`src/rtl/operand_entry_seq_pkg.sv`:
```
// Shared types and constants for the operand entry sequencer.
// Slot sentinel, FSM state encoding (stage == state) and key event codes.
package operand_entry_pkg;

   localparam logic [3:0] EMPTY_CODE = 4'hF;
   localparam int         NUM_SLOTS  = 3;

   localparam int SLOT_A  = 0;
   localparam int SLOT_OP = 1;
   localparam int SLOT_B  = 2;

   localparam int NUM_KEYS  = 2;
   localparam int KEY_ENTER = 0;
   localparam int KEY_CLEAR = 1;

   typedef enum logic [1:0] {
      GET_A  = 2'd0,
      GET_OP = 2'd1,
      GET_B  = 2'd2,
      FULL   = 2'd3
   } entry_state_t;

   typedef enum logic [1:0] {
      EV_NONE  = 2'd0,
      EV_PRESS = 2'd1,
      EV_HOLD  = 2'd2
   } key_event_t;

endpackage

```
`src/rtl/operand_entry_seq_if.sv`:
```
// Entry/ALU-side bundle of the operand entry sequencer.
// master = the sequencer, slave = the consumer (display/ALU side).
interface operand_entry_seq_if;
   import operand_entry_pkg::*;

   logic [3:0]                sw;
   logic                      alu_ack;
   logic [NUM_SLOTS-1:0][3:0] values;
   logic [1:0]                stage;
   logic                      triple_valid;
   logic                      entry_err;

   modport master (
      input  sw, alu_ack,
      output values, stage, triple_valid, entry_err
   );

   modport slave (
      output sw, alu_ack,
      input  values, stage, triple_valid, entry_err
   );

endinterface

```
`src/rtl/operand_entry_seq_key_debounce.sv`:
```
// Per-key conditioning: 2-FF synchronizer, stability counter, press pulse and
// an optional long-hold pulse (HOLD_CYCLES = 0 removes the hold counter).
module key_debounce
   import operand_entry_pkg::*;
#(
   parameter int DEBOUNCE_CYCLES = 1_000_000,
   parameter int HOLD_CYCLES     = 0
) (
   input  logic       clk,
   input  logic       rst,
   input  logic       key_n,
   output key_event_t evt
);

   localparam int                CNT_W   = $clog2(DEBOUNCE_CYCLES + 1);
   localparam logic [CNT_W-1:0]  CNT_MAX = CNT_W'(DEBOUNCE_CYCLES - 1);

   logic             sync1_reg;
   logic             sync2_reg;
   logic             level_reg;
   logic             level_d_reg;
   logic [CNT_W-1:0] cnt_reg;
   key_event_t       evt_reg;
   logic             hold_fire;

   // Everything resets to the released (high) level so reset never yields a press.
   always_ff @(posedge clk or posedge rst) begin
      if (rst) begin
         sync1_reg   <= 1'b1;
         sync2_reg   <= 1'b1;
         level_reg   <= 1'b1;
         level_d_reg <= 1'b1;
         cnt_reg     <= '0;
         evt_reg     <= EV_NONE;
      end else begin
         sync1_reg   <= key_n;
         sync2_reg   <= sync1_reg;
         level_d_reg <= level_reg;
         if (sync2_reg != level_reg) begin
            if (cnt_reg == CNT_MAX) begin
               level_reg <= sync2_reg;
               cnt_reg   <= '0;
            end else begin
               cnt_reg <= cnt_reg + CNT_W'(1);
            end
         end else begin
            cnt_reg <= '0;
         end
         if (level_d_reg && !level_reg)
            evt_reg <= EV_PRESS;
         else if (hold_fire)
            evt_reg <= EV_HOLD;
         else
            evt_reg <= EV_NONE;
      end
   end

   generate
      if (HOLD_CYCLES > 0) begin : g_hold
         localparam int               HOLD_W   = $clog2(HOLD_CYCLES + 1);
         localparam logic [HOLD_W-1:0] HOLD_MAX = HOLD_W'(HOLD_CYCLES);

         logic [HOLD_W-1:0] hold_cnt_reg;

         // Saturating count of debounced-low cycles; fires once on the way up.
         always_ff @(posedge clk or posedge rst) begin
            if (rst)
               hold_cnt_reg <= '0;
            else if (level_reg)
               hold_cnt_reg <= '0;
            else if (hold_cnt_reg != HOLD_MAX)
               hold_cnt_reg <= hold_cnt_reg + HOLD_W'(1);
         end

         assign hold_fire = !level_reg && (hold_cnt_reg == HOLD_MAX - HOLD_W'(1));
      end else begin : g_no_hold
         assign hold_fire = 1'b0;
      end
   endgenerate

   assign evt = evt_reg;

endmodule

```
`src/rtl/operand_entry_seq.sv`:
```
// Captures operand A, opcode and operand B from switches on debounced ENTER and
// hands the triple to the ALU. OPERAND_ENTRY_UNDO_EN turns CLEAR into backspace.
module operand_entry_seq
   import operand_entry_pkg::*;
#(
   parameter int DEBOUNCE_CYCLES = 1_000_000
) (
   input  logic                       clk,
   input  logic                       rst,
   input  logic                       key_enter_n,
   input  logic                       key_clear_n,
   operand_entry_seq_if.master        bus
);

`ifdef OPERAND_ENTRY_UNDO_EN
   localparam int CLEAR_HOLD_CYCLES = 4 * DEBOUNCE_CYCLES;
`else
   localparam int CLEAR_HOLD_CYCLES = 0;
`endif

   logic         raw_keys [NUM_KEYS];
   key_event_t   key_evt  [NUM_KEYS];

   entry_state_t state_reg;
   entry_state_t state_next;
   logic [3:0]   values_reg  [NUM_SLOTS];
   logic [3:0]   values_next [NUM_SLOTS];
   logic         slot_load   [NUM_SLOTS];
   logic         slot_undo   [NUM_SLOTS];
   logic         triple_valid_reg;
   logic         triple_valid_next;
   logic         entry_err_reg;
   logic         entry_err_next;

   logic         enter_press;
   logic         full_clear;
   logic         undo_req;
   logic         clear_all;
   logic         load_en;
   logic         undo_en;

   assign raw_keys[KEY_ENTER] = key_enter_n;
   assign raw_keys[KEY_CLEAR] = key_clear_n;

   genvar gi;
   generate
      for (gi = 0; gi < NUM_KEYS; gi++) begin : g_key
         key_debounce #(
            .DEBOUNCE_CYCLES (DEBOUNCE_CYCLES),
            .HOLD_CYCLES     ((gi == KEY_CLEAR) ? CLEAR_HOLD_CYCLES : 0)
         ) u_debounce (
            .clk   (clk),
            .rst   (rst),
            .key_n (raw_keys[gi]),
            .evt   (key_evt[gi])
         );
      end
   endgenerate

   assign enter_press = (key_evt[KEY_ENTER] == EV_PRESS);
`ifdef OPERAND_ENTRY_UNDO_EN
   assign full_clear  = (key_evt[KEY_CLEAR] == EV_HOLD);
   assign undo_req    = (key_evt[KEY_CLEAR] == EV_PRESS);
`else
   assign full_clear  = (key_evt[KEY_CLEAR] == EV_PRESS);
   assign undo_req    = 1'b0;
`endif

   // Priority: full clear, backspace, ALU ack, ENTER. CLEAR therefore beats ENTER.
   always_comb begin
      state_next     = state_reg;
      clear_all      = 1'b0;
      load_en        = 1'b0;
      undo_en        = 1'b0;
      entry_err_next = 1'b0;
      if (full_clear) begin
         clear_all  = 1'b1;
         state_next = GET_A;
      end else if (undo_req) begin
         if (state_reg != GET_A) begin
            undo_en    = 1'b1;
            state_next = entry_state_t'(state_reg - 2'd1);
         end
      end else if (bus.alu_ack && (state_reg == FULL)) begin
         clear_all  = 1'b1;
         state_next = GET_A;
      end else if (enter_press && (state_reg != FULL)) begin
         if (bus.sw == EMPTY_CODE) begin
            entry_err_next = 1'b1;
         end else begin
            load_en    = 1'b1;
            state_next = entry_state_t'(state_reg + 2'd1);
         end
      end
      triple_valid_next = (state_next == FULL);
   end

   // Slot i is written while in state i and emptied when backing out of state i+1.
   generate
      for (gi = 0; gi < NUM_SLOTS; gi++) begin : g_slot
         assign slot_load[gi]   = load_en && (state_reg == entry_state_t'(gi));
         assign slot_undo[gi]   = undo_en && (state_reg == entry_state_t'(gi + 1));
         assign values_next[gi] = (clear_all || slot_undo[gi]) ? EMPTY_CODE :
                                  slot_load[gi]                ? bus.sw     :
                                                                 values_reg[gi];
      end
   endgenerate

   always_ff @(posedge clk or posedge rst) begin
      if (rst) begin
         state_reg        <= GET_A;
         triple_valid_reg <= 1'b0;
         entry_err_reg    <= 1'b0;
         for (int i = 0; i < NUM_SLOTS; i++)
            values_reg[i] <= EMPTY_CODE;
      end else begin
         state_reg        <= state_next;
         triple_valid_reg <= triple_valid_next;
         entry_err_reg    <= entry_err_next;
         for (int i = 0; i < NUM_SLOTS; i++)
            values_reg[i] <= values_next[i];
      end
   end

   assign bus.values       = {values_reg[SLOT_B], values_reg[SLOT_OP], values_reg[SLOT_A]};
   assign bus.stage        = state_reg;
   assign bus.triple_valid = triple_valid_reg;
   assign bus.entry_err    = entry_err_reg;

endmodule

```
`src/flat_wrapper.sv`:
```
// flat-port wrapper written by rule: the top's interface ports become plain ports
module operand_entry_seq_flat import operand_entry_pkg::*;
#(
   parameter int DEBOUNCE_CYCLES = 1_000_000
)
  (clk, rst, key_enter_n, key_clear_n, bus_sw, bus_alu_ack, bus_values, bus_stage, bus_triple_valid, bus_entry_err);
  operand_entry_seq_if bus_i ();
  input  logic clk;
  input  logic rst;
  input  logic key_enter_n;
  input  logic key_clear_n;
  input wire logic [$bits(bus_i.sw)-1:0] bus_sw;
  input wire logic [$bits(bus_i.alu_ack)-1:0] bus_alu_ack;
  output wire logic [$bits(bus_i.values)-1:0] bus_values;
  output wire logic [$bits(bus_i.stage)-1:0] bus_stage;
  output wire logic [$bits(bus_i.triple_valid)-1:0] bus_triple_valid;
  output wire logic [$bits(bus_i.entry_err)-1:0] bus_entry_err;
  assign bus_i.sw = bus_sw;
  assign bus_i.alu_ack = bus_alu_ack;
  assign bus_values = bus_i.values;
  assign bus_stage = bus_i.stage;
  assign bus_triple_valid = bus_i.triple_valid;
  assign bus_entry_err = bus_i.entry_err;
  operand_entry_seq #(.DEBOUNCE_CYCLES(DEBOUNCE_CYCLES)) u_core (.clk(clk), .rst(rst), .key_enter_n(key_enter_n), .key_clear_n(key_clear_n), .bus(bus_i));
endmodule
```
`config.mk`:
```
export PLATFORM = sky130hd
export DESIGN_NAME = operand_entry_seq_flat
export DESIGN_NICKNAME = d
export VERILOG_FILES = /design/src/rtl/operand_entry_seq_pkg.sv /design/src/rtl/operand_entry_seq_if.sv /design/src/rtl/operand_entry_seq_key_debounce.sv /design/src/rtl/operand_entry_seq.sv /design/src/flat_wrapper.sv
export SDC_FILE = /design/constraint.sdc
export NUM_CORES = 1
export LEC_CHECK = 0
export BUFFER_PORTS_ARGS = -buffer_cell sky130_fd_sc_hd__buf_2
export CORE_UTILIZATION = 59
export DETAILED_ROUTE_END_ITERATION = 16
export PLACE_DENSITY_LB_ADDON = 0.3
export SYNTH_ARGS = -nofsm -noshare
export SYNTH_HDL_FRONTEND = slang
export SYNTH_SLANG_ARGS = --single-unit
```
`constraint.sdc`:
```
create_clock -name clk -period 2.7 [get_ports clk]
set_clock_uncertainty 0.15 [all_clocks]
set_input_delay 0 -clock clk [delete_from_list [all_inputs] [get_ports clk]]
set_output_delay 0 -clock clk [all_outputs]
set_load 0.05 [all_outputs]
```
* Word-level counts from Yosys, hierarchy flattened
Cells that the tools add are included.
** Word-level totals
- Flip-flop bits (word level) :: 68
- Bits of input ports :: 9
- Output and inout bits :: 16
- Word-level logic and storage cells :: 74
** Operators by class
- Add/sub/neg operators :: 3
- Equal/unequal tests :: 12
- Muxes and demuxes :: 26
- Reduce and logical (&&, ||, !) cells :: 15
** Operators by type and width (count)
- $mux W20 :: 4
- $add A20 B1 Y20 const B :: 2
- $eq A20 B20 Y1 const B :: 2
- $mux W4 :: 6
- $mux W1 :: 12
- $mux W2 :: 4
- $logic_and A1 B1 Y1 :: 7
- $eq A2 B1 Y1 const B :: 3
- $eq A2 B2 Y1 const B :: 3
- $reduce_bool A2 Y1 :: 3
- $eq A4 B4 Y1 const B :: 1
- $reduce_and A2 Y1 :: 2
- $add A2 B1 Y2 const B :: 1
- $logic_not A1 Y1 :: 2
- $logic_not A2 Y1 :: 1
- $ne A1 B1 Y1 :: 2
- $ne A2 B2 Y1 const B :: 1

* Longest topological paths before layout
- Word-level depth :: 8
- Mapped depth :: 6
- Depth with buffers taken out :: 5

* By module
A second synthesis with hierarchy kept.
** Second synthesis, totals
- Cells, all modules :: 308
- Area, all modules :: 3226.8 um^2
** Modules (own cells, without submodules)
- key_debounce :: instances 2, cells each 116, area an instance 1184.9 um^2, sequential area each 630.6 um^2
- operand_entry_seq :: instances 1, cells each 76, area an instance 857.1 um^2, sequential area each 415.4 um^2

* Worst setup path before layout
Ideal clock, no wire load.
- Path type :: register to register
- Start point :: reg u_core.g_key[0].u_debounce.cnt_reg[0]
- End point :: reg u_core.g_key[0].u_debounce.cnt_reg[18]
- Library setup time :: 80 ps
- Arrival time :: 1888 ps
- Required time :: 2470 ps
- Setup slack :: 581 ps
- Stages on the path, launching flop included :: 7
- Path buffers :: 1
- Clock period less this slack :: 2119 ps
- Cell sequence :: dfrtp_1 > ha_1 > nand2_1 > or4_1 > buf_2 > or4_1 > a21oi_1
** Between the ends
- Word-level cells in the longest chain between the ends :: 3
- Elaborated cells between the ends (all ways) :: 4
- Classes of those cells :: add/sub (1); eq/ne (1); mux (2)
** Ends and longest elaborated chain
- start: declaration :: line operand_entry_seq_key_debounce.sv:22 : logic [CNT_W-1:0] cnt_reg;
- start signal: assignment :: line operand_entry_seq_key_debounce.sv:44 : cnt_reg <= cnt_reg + CNT_W'(1);
- $add A20 B1 Y20 or $eq A20 B20 Y1 (tied branches) :: line operand_entry_seq_key_debounce.sv:44, operand_entry_seq_key_debounce.sv:40
- $mux W20 (*) :: line operand_entry_seq_key_debounce.sv:40 : if (cnt_reg == CNT_MAX) begin
- $mux W20 (*) :: line operand_entry_seq_key_debounce.sv:39 : if (sync2_reg != level_reg) begin
Mark *: on every way between the ends. The rest lies on a longest branch, timed or not.
A chain may end at the register's enable or synchronous reset.

* Final worst setup path
- Start point :: reg u_core.state_reg[0] (netlist: u_core.bus.stage[0])
- End point :: reg u_core.values_reg, in the netlist u_core.bus.values[10]
** Between the ends
- Word-level cells in the longest chain between the ends :: 7
- Elaborated cells between the ends (all ways) :: 13
- Classes of those cells :: eq/ne (3); mux (6); reduce/logical (4)
** Ends and longest elaborated chain
- start: declaration :: line operand_entry_seq.sv:24 : entry_state_t state_reg;
- start signal: assignment :: line operand_entry_seq.sv:117 : state_reg <= state_next;
- $ne A2 B2 Y1 :: line operand_entry_seq.sv:87 : end else if (enter_press && (state_reg != FULL)) begin
- $logic_and A1 B1 Y1 :: line operand_entry_seq.sv:87
- $mux W1 :: line operand_entry_seq.sv:87
- $mux W1 :: line operand_entry_seq.sv:84 : end else if (bus.alu_ack && (state_reg == FULL)) begin
- $mux W1 :: line operand_entry_seq.sv:76 : if (full_clear) begin
- $logic_and A1 B1 Y1 :: line operand_entry_seq.sv:101 : assign slot_load[gi] = load_en && (state_reg == entry_state_t'(gi));
- $reduce_bool A2 Y1 (no source line)
- end signal: indexed assignment :: line operand_entry_seq.sv:121 : values_reg[i] <= values_next[i];
- end: declaration :: line operand_entry_seq.sv:26 : logic [3:0] values_reg [NUM_SLOTS];
Parallel ways exist; a longest one is shown, timed or not.

==> impl_metrics.toml <==
[power]
power_leakage_nw = 1.68
power.density_cell_area_nw_per_um2 = 558
vdd.ir_drop.worst_mv = 0.446

[timing]
layout_worst_path_cycle_share_pct = 86.2
rsz0062_at_grt = "false"
max-slew-margin-rel_pct = 59.3
hold_viol_final = 0
setup_total_negative_slack_ns = 0
finalSetupViolations = 0
tightest_slew_ns = 0.604
slew_viol_final = 0
achievable-frequency_ghz = 0.430
final.min_clock_period_ns = 2.33

[global_routing]
antenna_found_initial = 0
grt_start_max_net_pins = 32
grt_first_pass_wirelength_mm = 9.85
grt-ovfl-total = 0
grt_util_all_layers_pct = 24.6
grt_pass1_vias = 2154

[clock_tree]
holdBufCountCts = 11
tritoncts.num_buffers = 9
post_cts_setup_repair_buffer_count = 0
post_cts.resized_instances = 0
clock_tree.buffer_depth = 2
path_clk_slew_ns = 0.07
htree_levels = 3
buffer_cell_driving_the_clock_tree_root = "sky130_fd_sc_hd__clkbuf_8"
clock_sinks = 66
cts_tree = "done"
insertion_delay_ns = 0.35

[synthesis]
syn_nets = 302
synth_simple_gate_area_share_pct = 22.1
synth-edff-count = 0
synth.yosys.warnings = 0
postSynthAreaPerCell_um2 = 10.6
leading_cell_types_by_total_area_after_synthesis = "sky130_fd_sc_hd__dfrtp_1 38%, sky130_fd_sc_hd__dfstp_2 17%, sky130_fd_sc_hd__mux2i_1 5.0%, sky130_fd_sc_hd__xnor2_1 4.6%, sky130_fd_sc_hd__nor2_1 4.0%"
muxShareOfSynthArea_pct = 5.70
post-synth-top-area-fraction_pct = 38.0
yosys.area.top_type = "sky130_fd_sc_hd__dfrtp_1"
yosys.cell_count.top_type = "sky130_fd_sc_hd__dfrtp_1"
synth_cell_type_count = 35
synth_async_sr_flop_share_pct = 100
area_fraction_in_compound_gates_after_synthesis_pct = 4.58
synth_top_family_by_area = "simple AND/OR/NAND/NOR gates"
post_synth_most_frequent_cells = "46 x sky130_fd_sc_hd__dfrtp_1, 32 x sky130_fd_sc_hd__nor2_1, 23 x sky130_fd_sc_hd__nand2_1"
ys.flop_type = "sky130_fd_sc_hd__dfrtp_1"
syn-instance-count = 287
synth-adder-area-share_pct = 2.48
synth_xor_area_share_pct = 7.80
synth_sequential_area_ratio_pct = 55.3
postSynthRegisterBits = 66
synth.cell_area_um2 = 3030

[flow_run]
max_cap_violations = 0

[floorplanning]
io-pin-count = 25
effective_utilization_at_floorplan_pct = 62.5
die_height_um = 73.7
die_width_um = 73.7
total_number_of_placement_rows = 25
die_area_um2 = 5430
core_area_um2 = 4850

[layout]
design.final.nets = 348
final_util_pct = 73.9
nFillCells = 334
multi_input_combinational_cell_area_um2 = 1290
area.sequential_um2 = 1680
largest_register_ffs = 40
antennaDiodeCount = 0
flow.area_growth_from_synthesis_pct = 18.1
final_cell_area_um2 = 3580
layout-drive-gt1-share_pct = 21.9

[route]
drc = 0
firstDrtPassIters = 4
route.detailed.vias_per_inst = 5.56
wl_per_cell_um = 14.4
drtAntennaViolNets = 0
first_iter_violations = 184
vias_post_dr = 2253
detail_route.wirelength_mm = 5.83

[worst_hold_path]
hold_path_class = "in2async"

[critical_path]
rr_worst_depth = 6
cp-start-kind = "register"
criticalPathCategory = "reg2reg"
crit-reg2reg-launch = "u_core.bus.stage[0]$_DFF_PP0_"
required_ns = 2.83
cp.arrival_ns = 2.45
worstReg2RegEnd = "u_core.bus.values[10]$_DFFE_PP1P_"
cp-end-kind = "register"
critical_path_peak_fanout = 5
reg2reg_setup_slack_ns = 0.37

[status]
run_status = "completed"

[placed_design]
placement.cell_area_um2 = 3250
port-buffer-count = 24
gpl_congestion = 0.825
hpwlAfterDp_mm = 3.80
[worst max path at each step]
| stage | slack (ns) | end | start |
|---|---|---|---|
| 2_1_floorplan | 0.58 | u_core.g_key[0].u_debounce.cnt_reg[18]$_DFF_PP0_ | u_core.g_key[0].u_debounce.cnt_reg[0]$_DFF_PP0_ |
| 3_3_place_gp | 0.52 | u_core.g_key[0].u_debounce.cnt_reg[18]$_DFF_PP0_ | u_core.g_key[0].u_debounce.cnt_reg[0]$_DFF_PP0_ |
| 3_5_place_dp | 0.44 | u_core.g_key[0].u_debounce.cnt_reg[18]$_DFF_PP0_ | u_core.g_key[0].u_debounce.cnt_reg[0]$_DFF_PP0_ |
| 4_1_cts | 0.39 | u_core.bus.values[3]$_DFFE_PP1P_ | u_core.bus.stage[0]$_DFF_PP0_ |
| 5_1_grt | 0.22 | u_core.bus.values[3]$_DFFE_PP1P_ | u_core.bus.stage[0]$_DFF_PP0_ |
| 6_report | 0.37 | u_core.bus.values[10]$_DFFE_PP1P_ | u_core.bus.stage[0]$_DFF_PP0_ |
[power by group]
part / internal, mW / switching [mW]
Clock: 0.542 / 0.377
Sequential: 1.00 / 0.00974
Combinational: 0.0245 / 0.0413
Total: 1.57 / 0.428
[metrics by stage]
stage	hold WS, ns	cells	total power [mW]	setup slack (ns)
after floorplan	-0.146	287	1.06	0.581
after global placement	-0.177	378	1.09	0.521
after detailed placement	-0.168	378	1.09	0.442
after CTS	0.0209	405	2.00	0.389
after global routing	0.0474	405	2.06	0.224
final	0.0201	405	2.00	0.372
[cells by family after synthesis]
family	after synthesis
multiplexers	17
flip-flops	66
AO/OA/AOI/OAI	26
adder cells (fa/ha/maj)	6
AND/OR/NAND/NOR	129
buffers and inverters	16
XOR/XNOR	27
[area by class of cell]
| class | instances | share of cell area, % |
|---|---|---|
| clock buffers | 11 | 3.95 |
| clock inverters | 5 | 2.17 |
| inverters | 11 | 1.15 |
| multi-input cells | 205 | 36.1 |
| flip-flops and latches | 66 | 46.8 |
| well taps | 67 | 2.34 |
| repair buffers | 40 | 7.48 |
[cells in the final DEF, fill, tap and decap left out, drive strengths merged, types with 12 or more instances in the layout]
| master | count |
|---|---|
| dfrtp | 46 |
| buf | 29 |
| nand3 | 19 |
| nor2 | 32 |
| a21oi | 12 |
| nand2 | 23 |
| dfstp | 20 |
| xnor2 | 16 |
| mux2i | 15 |
| o21ai | 12 |
[worst max-delay path, cell delays in order, from the launching register on]
cell	delay (ns)
sky130_fd_sc_hd__dfrtp_1	0.42
sky130_fd_sc_hd__ha_1	0.25
sky130_fd_sc_hd__nor2b_1	0.29
sky130_fd_sc_hd__nand3_1	0.29
sky130_fd_sc_hd__mux2i_1	0.25
sky130_fd_sc_hd__nand2_1	0.07
sky130_fd_sc_hd__dlygate4sd3_1	0.55
[layer usage]
layer	share of wire (%)	global-route usage [%]	vias up
met3	3.8	8.23	11
met4	1.9	9.19	0
li1	-	-	1095
met2	49	39.2	48
met1	45	31.3	1099
met5	0	0	-
(Power assumes the default switching activity.)
